File: src/rtl/mem_access_stage_if.sv
// mem_access_stage_if: execute-side, data-memory and write-back signals of the memory stage
interface mem_access_stage_if #(
  parameter int DWIDTH = 32,
  parameter int RWIDTH = 5
);
  logic              ex_valid;
  logic              ex_ready;
  logic              flush;
  logic [DWIDTH-1:0] alu_out;
  logic [DWIDTH-1:0] store_data;
  logic [1:0]        mem_fcn;
  logic [2:0]        mem_typ;
  logic [RWIDTH-1:0] rd_addr;
  logic              rf_wen;
  logic              dmem_req;
  logic              dmem_we;
  logic [DWIDTH-1:0] dmem_addr;
  logic [3:0]        dmem_be;
  logic [DWIDTH-1:0] dmem_wdata;
  logic              dmem_gnt;
  logic              dmem_rvalid;
  logic [DWIDTH-1:0] dmem_rdata;
  logic              wb_valid;
  logic              wb_wen;
  logic [RWIDTH-1:0] wb_rd;
  logic [DWIDTH-1:0] wb_data;
  logic              misalign_exc;
  modport slave (
    input  ex_valid, flush, alu_out, store_data, mem_fcn, mem_typ, rd_addr, rf_wen,
           dmem_gnt, dmem_rvalid, dmem_rdata,
    output ex_ready, dmem_req, dmem_we, dmem_addr, dmem_be, dmem_wdata,
           wb_valid, wb_wen, wb_rd, wb_data, misalign_exc
  );
  modport master (
    output ex_valid, flush, alu_out, store_data, mem_fcn, mem_typ, rd_addr, rf_wen,
           dmem_gnt, dmem_rvalid, dmem_rdata,
    input  ex_ready, dmem_req, dmem_we, dmem_addr, dmem_be, dmem_wdata,
           wb_valid, wb_wen, wb_rd, wb_data, misalign_exc
  );
endinterface

File: src/rtl/mem_access_stage.sv
// mem_access_stage: load/store memory stage with byte lanes and load extension; MEM_MISALIGN_TRAP_EN traps misaligned H/W accesses
module mem_access_stage #(
  parameter int DWIDTH = 32,
  parameter int RWIDTH = 5
) (
  input logic clk,
  input logic reset_n,
  mem_access_stage_if.slave bus
);
  typedef enum logic [1:0] {IDLE, REQ, WAIT, DONE} state_t;
  state_t            state;
  logic [DWIDTH-1:0] res;
  logic [RWIDTH-1:0] rd;
  logic [2:0]        typ;
  logic [1:0]        off;
  logic              wen, is_load, killed, trap;
  logic              in_mem, in_byte, in_half, mis;
  logic [1:0]        in_off;
  logic [3:0]        in_be;
  logic [DWIDTH-1:0] in_wdata, w, ld_val;
  assign in_mem   = bus.mem_fcn == 2'b01 || bus.mem_fcn == 2'b10;
  assign in_byte  = bus.mem_typ[1:0] == 2'b00;
  assign in_half  = bus.mem_typ[1:0] == 2'b01;
  assign in_off   = in_byte ? bus.alu_out[1:0] : in_half ? {bus.alu_out[1], 1'b0} : 2'b00;
  assign in_be    = in_byte ? 4'b0001 << bus.alu_out[1:0] : in_half ? 4'b0011 << {bus.alu_out[1], 1'b0} : 4'b1111;
  assign in_wdata = in_byte ? {4{bus.store_data[7:0]}} : in_half ? {2{bus.store_data[15:0]}} : bus.store_data;
`ifdef MEM_MISALIGN_TRAP_EN
  assign mis = in_mem && ((in_half && bus.alu_out[0]) || (!in_byte && !in_half && bus.alu_out[1:0] != 2'b00));
`else
  assign mis = 1'b0;
`endif
  // load data is shifted so the addressed lane lands at bit 0, then extended per the latched type
  assign w        = bus.dmem_rdata >> {off, 3'b000};
  assign ld_val   = typ[1:0] == 2'b00 ? {{24{w[7] & ~typ[2]}}, w[7:0]} :
                    typ[1:0] == 2'b01 ? {{16{w[15] & ~typ[2]}}, w[15:0]} : bus.dmem_rdata;
  assign bus.ex_ready = state == IDLE;
  // operation FSM: issue, wait for grant, wait for load data, then a single write-back pulse
  always_ff @(posedge clk or negedge reset_n)
    if (!reset_n) begin
      state            <= IDLE;
      bus.dmem_req     <= 1'b0;
      bus.dmem_we      <= 1'b0;
      bus.dmem_addr    <= '0;
      bus.dmem_be      <= 4'b0000;
      bus.dmem_wdata   <= '0;
      bus.wb_valid     <= 1'b0;
      bus.wb_wen       <= 1'b0;
      bus.wb_rd        <= '0;
      bus.wb_data      <= '0;
      bus.misalign_exc <= 1'b0;
      res              <= '0;
      rd               <= '0;
      typ              <= 3'b000;
      off              <= 2'b00;
      wen              <= 1'b0;
      is_load          <= 1'b0;
      killed           <= 1'b0;
      trap             <= 1'b0;
    end else begin
      bus.wb_valid     <= 1'b0;
      bus.wb_wen       <= 1'b0;
      bus.misalign_exc <= 1'b0;
      case (state)
        IDLE: if (bus.ex_valid && !bus.flush) begin
          state          <= in_mem && !mis ? REQ : DONE;
          bus.dmem_req   <= in_mem && !mis;
          bus.dmem_we    <= bus.mem_fcn == 2'b10;
          bus.dmem_addr  <= {bus.alu_out[DWIDTH-1:2], 2'b00};
          bus.dmem_be    <= bus.mem_fcn == 2'b10 ? in_be : 4'b1111;
          bus.dmem_wdata <= in_wdata;
          res            <= bus.alu_out;
          rd             <= bus.rd_addr;
          wen            <= bus.rf_wen && bus.mem_fcn != 2'b10 && !mis;
          typ            <= bus.mem_typ;
          off            <= in_off;
          is_load        <= bus.mem_fcn == 2'b01;
          killed         <= 1'b0;
          trap           <= mis;
        end
        REQ: if (bus.dmem_gnt) begin
          bus.dmem_req <= 1'b0;
          state        <= is_load ? WAIT : DONE;
          killed       <= bus.flush;
        end else if (bus.flush) begin
          bus.dmem_req <= 1'b0;
          state        <= IDLE;
        end
        WAIT: begin
          killed <= killed || bus.flush;
          if (bus.dmem_rvalid) begin
            res   <= ld_val;
            state <= DONE;
          end
        end
        DONE: begin
          bus.wb_valid     <= !killed && !bus.flush;
          bus.wb_wen       <= wen && !killed && !bus.flush;
          bus.misalign_exc <= trap && !killed && !bus.flush;
          bus.wb_rd        <= rd;
          bus.wb_data      <= res;
          state            <= IDLE;
        end
      endcase
    end
endmodule

File: src/flat_wrapper.sv
// flat-port wrapper written by rule: the top's interface ports become plain ports
module mem_access_stage_flat 
#(
  parameter int DWIDTH = 32,
  parameter int RWIDTH = 5
)
  (clk, reset_n, bus_ex_valid, bus_flush, bus_alu_out, bus_store_data, bus_mem_fcn, bus_mem_typ, bus_rd_addr, bus_rf_wen, bus_dmem_gnt, bus_dmem_rvalid, bus_dmem_rdata, bus_ex_ready, bus_dmem_req, bus_dmem_we, bus_dmem_addr, bus_dmem_be, bus_dmem_wdata, bus_wb_valid, bus_wb_wen, bus_wb_rd, bus_wb_data, bus_misalign_exc);
  mem_access_stage_if #(.DWIDTH(DWIDTH), .RWIDTH(RWIDTH)) bus_i ();
  input logic clk;
  input logic reset_n;
  input wire logic [$bits(bus_i.ex_valid)-1:0] bus_ex_valid;
  input wire logic [$bits(bus_i.flush)-1:0] bus_flush;
  input wire logic [$bits(bus_i.alu_out)-1:0] bus_alu_out;
  input wire logic [$bits(bus_i.store_data)-1:0] bus_store_data;
  input wire logic [$bits(bus_i.mem_fcn)-1:0] bus_mem_fcn;
  input wire logic [$bits(bus_i.mem_typ)-1:0] bus_mem_typ;
  input wire logic [$bits(bus_i.rd_addr)-1:0] bus_rd_addr;
  input wire logic [$bits(bus_i.rf_wen)-1:0] bus_rf_wen;
  input wire logic [$bits(bus_i.dmem_gnt)-1:0] bus_dmem_gnt;
  input wire logic [$bits(bus_i.dmem_rvalid)-1:0] bus_dmem_rvalid;
  input wire logic [$bits(bus_i.dmem_rdata)-1:0] bus_dmem_rdata;
  output wire logic [$bits(bus_i.ex_ready)-1:0] bus_ex_ready;
  output wire logic [$bits(bus_i.dmem_req)-1:0] bus_dmem_req;
  output wire logic [$bits(bus_i.dmem_we)-1:0] bus_dmem_we;
  output wire logic [$bits(bus_i.dmem_addr)-1:0] bus_dmem_addr;
  output wire logic [$bits(bus_i.dmem_be)-1:0] bus_dmem_be;
  output wire logic [$bits(bus_i.dmem_wdata)-1:0] bus_dmem_wdata;
  output wire logic [$bits(bus_i.wb_valid)-1:0] bus_wb_valid;
  output wire logic [$bits(bus_i.wb_wen)-1:0] bus_wb_wen;
  output wire logic [$bits(bus_i.wb_rd)-1:0] bus_wb_rd;
  output wire logic [$bits(bus_i.wb_data)-1:0] bus_wb_data;
  output wire logic [$bits(bus_i.misalign_exc)-1:0] bus_misalign_exc;
  assign bus_i.ex_valid = bus_ex_valid;
  assign bus_i.flush = bus_flush;
  assign bus_i.alu_out = bus_alu_out;
  assign bus_i.store_data = bus_store_data;
  assign bus_i.mem_fcn = bus_mem_fcn;
  assign bus_i.mem_typ = bus_mem_typ;
  assign bus_i.rd_addr = bus_rd_addr;
  assign bus_i.rf_wen = bus_rf_wen;
  assign bus_i.dmem_gnt = bus_dmem_gnt;
  assign bus_i.dmem_rvalid = bus_dmem_rvalid;
  assign bus_i.dmem_rdata = bus_dmem_rdata;
  assign bus_ex_ready = bus_i.ex_ready;
  assign bus_dmem_req = bus_i.dmem_req;
  assign bus_dmem_we = bus_i.dmem_we;
  assign bus_dmem_addr = bus_i.dmem_addr;
  assign bus_dmem_be = bus_i.dmem_be;
  assign bus_dmem_wdata = bus_i.dmem_wdata;
  assign bus_wb_valid = bus_i.wb_valid;
  assign bus_wb_wen = bus_i.wb_wen;
  assign bus_wb_rd = bus_i.wb_rd;
  assign bus_wb_data = bus_i.wb_data;
  assign bus_misalign_exc = bus_i.misalign_exc;
  mem_access_stage #(.DWIDTH(DWIDTH), .RWIDTH(RWIDTH)) u_core (.clk(clk), .reset_n(reset_n), .bus(bus_i));
endmodule
File: config.mk
export PLATFORM = sky130hd
export DESIGN_NAME = mem_access_stage_flat
export DESIGN_NICKNAME = d
export VERILOG_FILES = /design/src/rtl/mem_access_stage_if.sv /design/src/rtl/mem_access_stage.sv /design/src/flat_wrapper.sv
export SDC_FILE = /design/constraint.sdc
export NUM_CORES = 1
export LEC_CHECK = 0
export CORE_ASPECT_RATIO = 0.6
export CORE_UTILIZATION = 51
export DETAILED_ROUTE_END_ITERATION = 16
export HOLD_SLACK_MARGIN = 0.03
export MAX_ROUTING_LAYER = met4
export PLACE_DENSITY = 0.87
export SYNTH_ARGS = -nofsm -noshare
export SYNTH_HDL_FRONTEND = slang
export SYNTH_SLANG_ARGS = --single-unit
File: constraint.sdc
create_clock -name clk -period 4.4 [get_ports clk]
set_clock_uncertainty 0.2 [all_clocks]
set_input_delay 0.88 -clock clk [delete_from_list [all_inputs] [get_ports clk]]
set_output_delay 0.88 -clock clk [all_outputs]
set_load 0.02 [all_outputs]
* Word-level counts from Yosys, hierarchy flattened
Cells that the tools add are included.
Storage, ports and cells: flip-flop bits (word level) 154, input bits 113, logic and storage cells 83
Operators by class: eq/ne operators 12, shift operators 3, multiplexer cells 28, bitwise gates (word level) 3, reductions and logical operators 20
Operators with widths (number):
- $mux 32 | 6
- $pmux 32 s2 | 1
- $shr 32x5->16 | 1
- $mux 2 | 7
- $mux 4 | 3
- $reduce_and 3->1 | 4
- $eq 2x1->1 const B | 4
- $mux 1 | 8
- $pmux 2 s4 | 1
- $eq 2x2->1 const B | 3
- $logic_not 2->1 | 3
- $ne 2x2->1 const B | 3
- $logic_and 1x1->1 | 5
- $reduce_bool 2->1 | 2
- $shl 1x2->4 const A | 1
- $shl 2x2->4 const A | 1
- $ne 3x3->1 const B | 1
- $pmux 1 s3 | 1
- $reduce_bool 3->1 | 1
- $and 1x1->1 | 2
- $logic_not 1->1 | 2
- $logic_or 1x1->1 | 2
- $ne 2x1->1 const B | 1
- $pmux 1 s2 | 1
- other kinds (2) | 2

* Longest topological paths before layout
depth after elaboration 6, depth in mapped cells 8, mapped depth without buffers 6

* Least setup slack after synthesis
No wires, ideal clock.
path type input port to flip-flop, start input bus_flush, end register u_core.res[16], arrival time 1878 ps, slack 2183 ps, stages on the path 5, path buffers 1, cell sequence nand2b_1 a211o_1 clkbuf_1 a221oi_1 o21ai_0
Between the ends: cells in the longest elaborated chain, start to end 4
RTL lines:
- start: declaration | RTL line flat_wrapper.sv:12 | input wire logic [$bits(bus_i.flush)-1:0] bus_flush;
- $logic_not 1->1 | RTL line mem_access_stage.sv:64 | IDLE: if (bus.ex_valid && !bus.flush) begin
- $logic_and 1x1->1 | RTL line mem_access_stage.sv:64
- $ne 2x1->1 (no line)
- $reduce_and 3->1 (no line)
- end signal: assignment | RTL line mem_access_stage.sv:71 | res <= bus.alu_out;
- end signal: assignment | RTL line mem_access_stage.sv:91 | res <= ld_val;
- end: declaration | RTL line mem_access_stage.sv:12 | logic [DWIDTH-1:0] res;
Every way passes these cells. A chain may end at the register's enable or synchronous reset.

* Worst setup path after layout
start register u_core.state[0], end output bus_ex_ready
Between the ends: cells in the longest elaborated chain, start to end 1
RTL lines:
- start: declaration | RTL line mem_access_stage.sv:11 | state_t state;
- start signal: assignment | RTL line mem_access_stage.sv:65 | state <= in_mem && !mis ? REQ : DONE;
- start signal: assignment | RTL line mem_access_stage.sv:82 | state <= is_load ? WAIT : DONE;
- $logic_not 2->1 | RTL line mem_access_stage.sv:36 | assign bus.ex_ready = state == IDLE;
- end: declaration | RTL line flat_wrapper.sv:22 | output wire logic [$bits(bus_i.ex_ready)-1:0] bus_ex_ready;
Every way passes these cells.

==> metrics.md <==
| Metric | Value |
|---|---|
| Run status | `finished, final reports clean` |
| Cell count of the worst reg-to-reg path | `7` |
| Wirelength, routed | `about 21 mm` |
| Worst-case vdd ir drop | `~0.00046 V` |
| Initial Util | `0.524` |
| Maxcap violations | `0` |
| Area fraction in and, or, nand and nor cells after synthesis | `0.154` |
| Buffer cell driving the clock tree root | `sky130_fd_sc_hd__clkbuf_16` |
| Clk_lat worst skew | `between 0.4 and 0.5 ns` |
| Detailed placement HPWL | `approximately 15 mm` |
| Worst reg2reg path endpoint | `u_core.res[21]` |
| Remaining number of nets flagged by the antenna check after routing | `0` |
| Ordered list of cells on the worst path | `inv_1 -> ha_1 -> clkdlybuf4s50_1` |
| Proportion of layout cells with a drive suffix above 1 | `0.105` |
| Required time worst endpoint | `3.32 ns` |
| Initial antenna violation count | `0` |
| Crit path time final | `between 3 and 4 ns` |
| Per-cell via count in the routed design | `~5.5` |
| CP endpoint kind | `primary output` |
| WL/cell | `around 19 um` |
| Largest area contributor in the netlist | `sky130_fd_sc_hd__dfrtp_1` |
| Hold path startpoint | `u_core.rd[1]` |
| Synthesized instance count | `between 700 and 800` |
| Post-Synth Adder-Cell Area | `0.0105` |
| Largest family of logic cells by synthesized area | `simple AND/OR/NAND/NOR gates` |
| Maximum frequency from static timing analysis | `0.305 GHz` |
| CP peak stage delay | `between 0.7 and 0.8 ns` |
| Xor/xnor cell area share of the yosys netlist | `0` |
| Number of nets in the finished design | `between 1,000 and 1,500` |
| Cell depth of the worst hold path | `2` |
| Hold Buf Count CTS | `0` |
| Worst setup path category | `flop to primary output` |
| Post-route clock period utilization | `0.744` |
| Post-route DRC | `0` |
| Startpoint of the worst-slack reg-to-reg timing path | `u_core.state[0]` |
| Routed vias | `6,223` |
| Worst Hold Path EP | `u_core.rd[1]` |
| Worst endpoint data arrival time | `about 2.2 ns` |
| Pwr Density | `between 700 and 800 mW/mm^2` |
| Maximum number of pins on one net before global-route repair | `105` |
| Largest driver fanout on the critical path | `12` |
| Number of distinct standard cells referenced by the synthesized netlist | `44` |
| I/O Buffers | `220` |
| Post-synthesis async set-or-reset flop share | `1.00` |
| Part of the Yosys area used for sequential elements | `0.538` |
| Remaining global-route overflow | `0` |
| Average instance area after synthesis | `between 9 and 10 sq um` |
| Static power due to leakage | `4.36 nW` |
| Synthesis-stage register bit count | `154` |
| Post-synth top area share | `0.538` |
| Clock-pin slew on the worst setup and hold paths | `0.06 ns` |
| Die Height | `roughly 94 um` |
| Mux cell area share after synthesis | `0.109` |
| Compound-Gate Fraction of Synth Area | `0.146` |
| Reg-to-reg setup timing slack | `~1.5 ns` |
| Class of the tightest hold or removal check | `flop to flop` |
| Kind of start point of the critical path | `flop` |
| Worst relative slew slack | `0.255` |
| Signed area change from the synthesized netlist to the final layout | `40.2%` |
| Most common library cell in the layout ignoring fill and taps | `sky130_fd_sc_hd__clkdlybuf4s50_1` |
| Most instantiated flip-flop cell in the synthesis netlist | `sky130_fd_sc_hd__dfrtp_1` |
| Hold violation total from the final report | `0` |
| Setup repair after global routing missed its margin | `no` |
| Cell Area, Synth | `0.00716 sq mm` |
| Floorplan Core Area | `between 0.01 and 0.015 sq mm` |
| Total placed instance area | `roughly 0.0095 sq mm` |
| Leading cell types by total area after synthesis | `sky130_fd_sc_hd__dfrtp_1 54%, sky130_fd_sc_hd__nand2_1 9.7%, sky130_fd_sc_hd__mux2_2 6.1%` |
| EDFF count, synth | `0` |
| Total global-route track usage | `0.307` |
| Total power | `just under 8 mW` |
| Number of violations reported at the end of detailed-routing iteration 0 | `between 500 and 600` |
| Diode count | `0` |
| Total clock buffers created by CTS | `17` |
| Drt first pass iters | `6` |
| Final count of pins violating max slew | `0` |
| Crit-path slowest cell | `sky130_fd_sc_hd__clkdlybuf4s50_1` |
| Sum of negative setup slack | `0 ns` |
| CTS tree | `done` |
| Setup-failing EPs final | `0` |
| Last weighted congestion value of the routability-driven placer | `a little over 0.9` |
| Transition time at the pin with the least slew margin | `between 1 and 1.5 ns` |
| Maximum level of the CTS H-tree | `4` |
| Horizontal extent of the die | `between 150 and 200 um` |
| PostCTS Resize Cnt | `0` |
| Leading cell types in the layout, fill and taps excluded | `219 x sky130_fd_sc_hd__clkdlybuf4s50_1, 185 x sky130_fd_sc_hd__nand2_1, 154 x sky130_fd_sc_hd__dfrtp_1` |
| Post-route cell area | `between 0.01 and 0.015 sq mm` |
| Floorplan row count | `33` |
| Global-route wire length before repair | `approximately 33 mm` |
| Vias in the first global route | `roughly 6,000` |
| # Post-CTS Setup Buffers | `0` |
| Yosys warnings | `0` |
| CTS max path bufs | `2` |
| Clk sinks | `154` |
| Number of fill cells in the layout | `just under 1,000` |
| Area enclosed by the die boundary | `between 0.01 and 0.015 sq mm` |
| I/O pins | `roughly 220` |
==> cell families (layout without fill, tap and decap cells) <==
| kind of cell | count (synthesis) | count (layout) |
|---|---|---|
| flip-flops | 154 | 154 |
| adder cells (fa/ha/maj) | 6 | 6 |
| buffers and inverters | 70 | 279 |
| other | 1 | 3 |
| multiplexers | 72 | 72 |
| AND/OR/NAND/NOR | 272 | 272 |
| AO/OA/AOI/OAI | 150 | 150 |
==> critical path: cells and delay by family, from the launching register on <==
family | cells | cell delay (ns)
buffers and inverters | 2 | 0.82
flip-flops | 1 | 0.45
adder cells (fa/ha/maj) | 1 | 0.51
==> area by class of cell <==
class	count	area (sq um)	share of cell area
Clock inverter	12	115	0.0115
Tap cell	192	240	0.0239
Multi-Input combinational cell	503	3040	0.303
Sequential cell	154	3850	0.384
Timing Repair Buffer	229	2270	0.226
Clock buffer	20	457	0.0455
Inverter	18	67.6	0.00673
==> where the power goes <==
group	total, mW	internal (mW)	leakage (nW)	switching, mW
Clock	1.42	0.814	0.262	0.609
Sequential	2.65	2.13	1.84	0.512
Combinational	3.72	1.73	2.27	1.99
Total	7.79	4.68	4.36	3.11
==> cells in the mapped netlist, types with 10 or more instances <==
library cell	instances
sky130_fd_sc_hd__mux2i_1	32
sky130_fd_sc_hd__mux2_2	39
sky130_fd_sc_hd__dfrtp_1	154
sky130_fd_sc_hd__nor2_1	49
sky130_fd_sc_hd__o21ai_0	53
sky130_fd_sc_hd__nor3_1	10
sky130_fd_sc_hd__inv_1	17
sky130_fd_sc_hd__a221oi_1	23
sky130_fd_sc_hd__a21oi_1	24
sky130_fd_sc_hd__nand2b_1	11
sky130_fd_sc_hd__buf_2	13
sky130_fd_sc_hd__nand2_1	186
sky130_fd_sc_hd__clkbuf_1	28
==> flip-flops by register name (all words and copies together), names as in the netlist <==
signal / flops
u_core.bus.dmem_wdata: 32
u_core.bus.wb_data: 32
u_core.res: 32
u_core.bus.dmem_addr: 30
u_core.bus.wb_rd: 5
u_core.rd: 5
u_core.bus.dmem_be: 4
u_core.typ: 3
u_core.off: 2
u_core.state: 2
u_core.bus.dmem_req: 1
u_core.bus.dmem_we: 1
u_core.bus.wb_valid: 1
u_core.bus.wb_wen: 1
u_core.is_load: 1
u_core.killed: 1
u_core.wen: 1
==> worst max-delay path by stage <==
stage,startpoint,endpoint,cells past startpoint
detailed placement,bus_flush,u_core.res[21],5
global placement,bus_flush,u_core.res[30],5
floorplan,bus_flush,u_core.res[16],5
finish,u_core.state[0],bus_ex_ready,3
global route,u_core.state[0],bus_ex_ready,3
CTS,u_core.state[0],bus_ex_ready,3
==> per-layer routing <==
metal / track usage / vias up / share of wire
met5: - / - / 0
li1: - / 2890 / -
met3: 0.0793 / 30 / 0.078
met2: 0.414 / 292 / 0.42
met1: 0.453 / 3011 / 0.48
met4: 0.0825 / 0 / 0.016
==> through the flow <==
step | util | hold WS [ns] | instances | setup slack, ns
floorplan | - | 0.237 | 727 | 2.18
global placement | 0.693 | 0.254 | 1096 | 1.17
detailed placement | 0.693 | 0.261 | 1096 | 1.02
CTS | 0.735 | 0.278 | 1128 | 1.13
global route | 0.735 | 0.299 | 1128 | 1.01
finish | 0.735 | 0.276 | 1128 | 1.12
No activity file was read; power rests on OpenSTA's default activity.
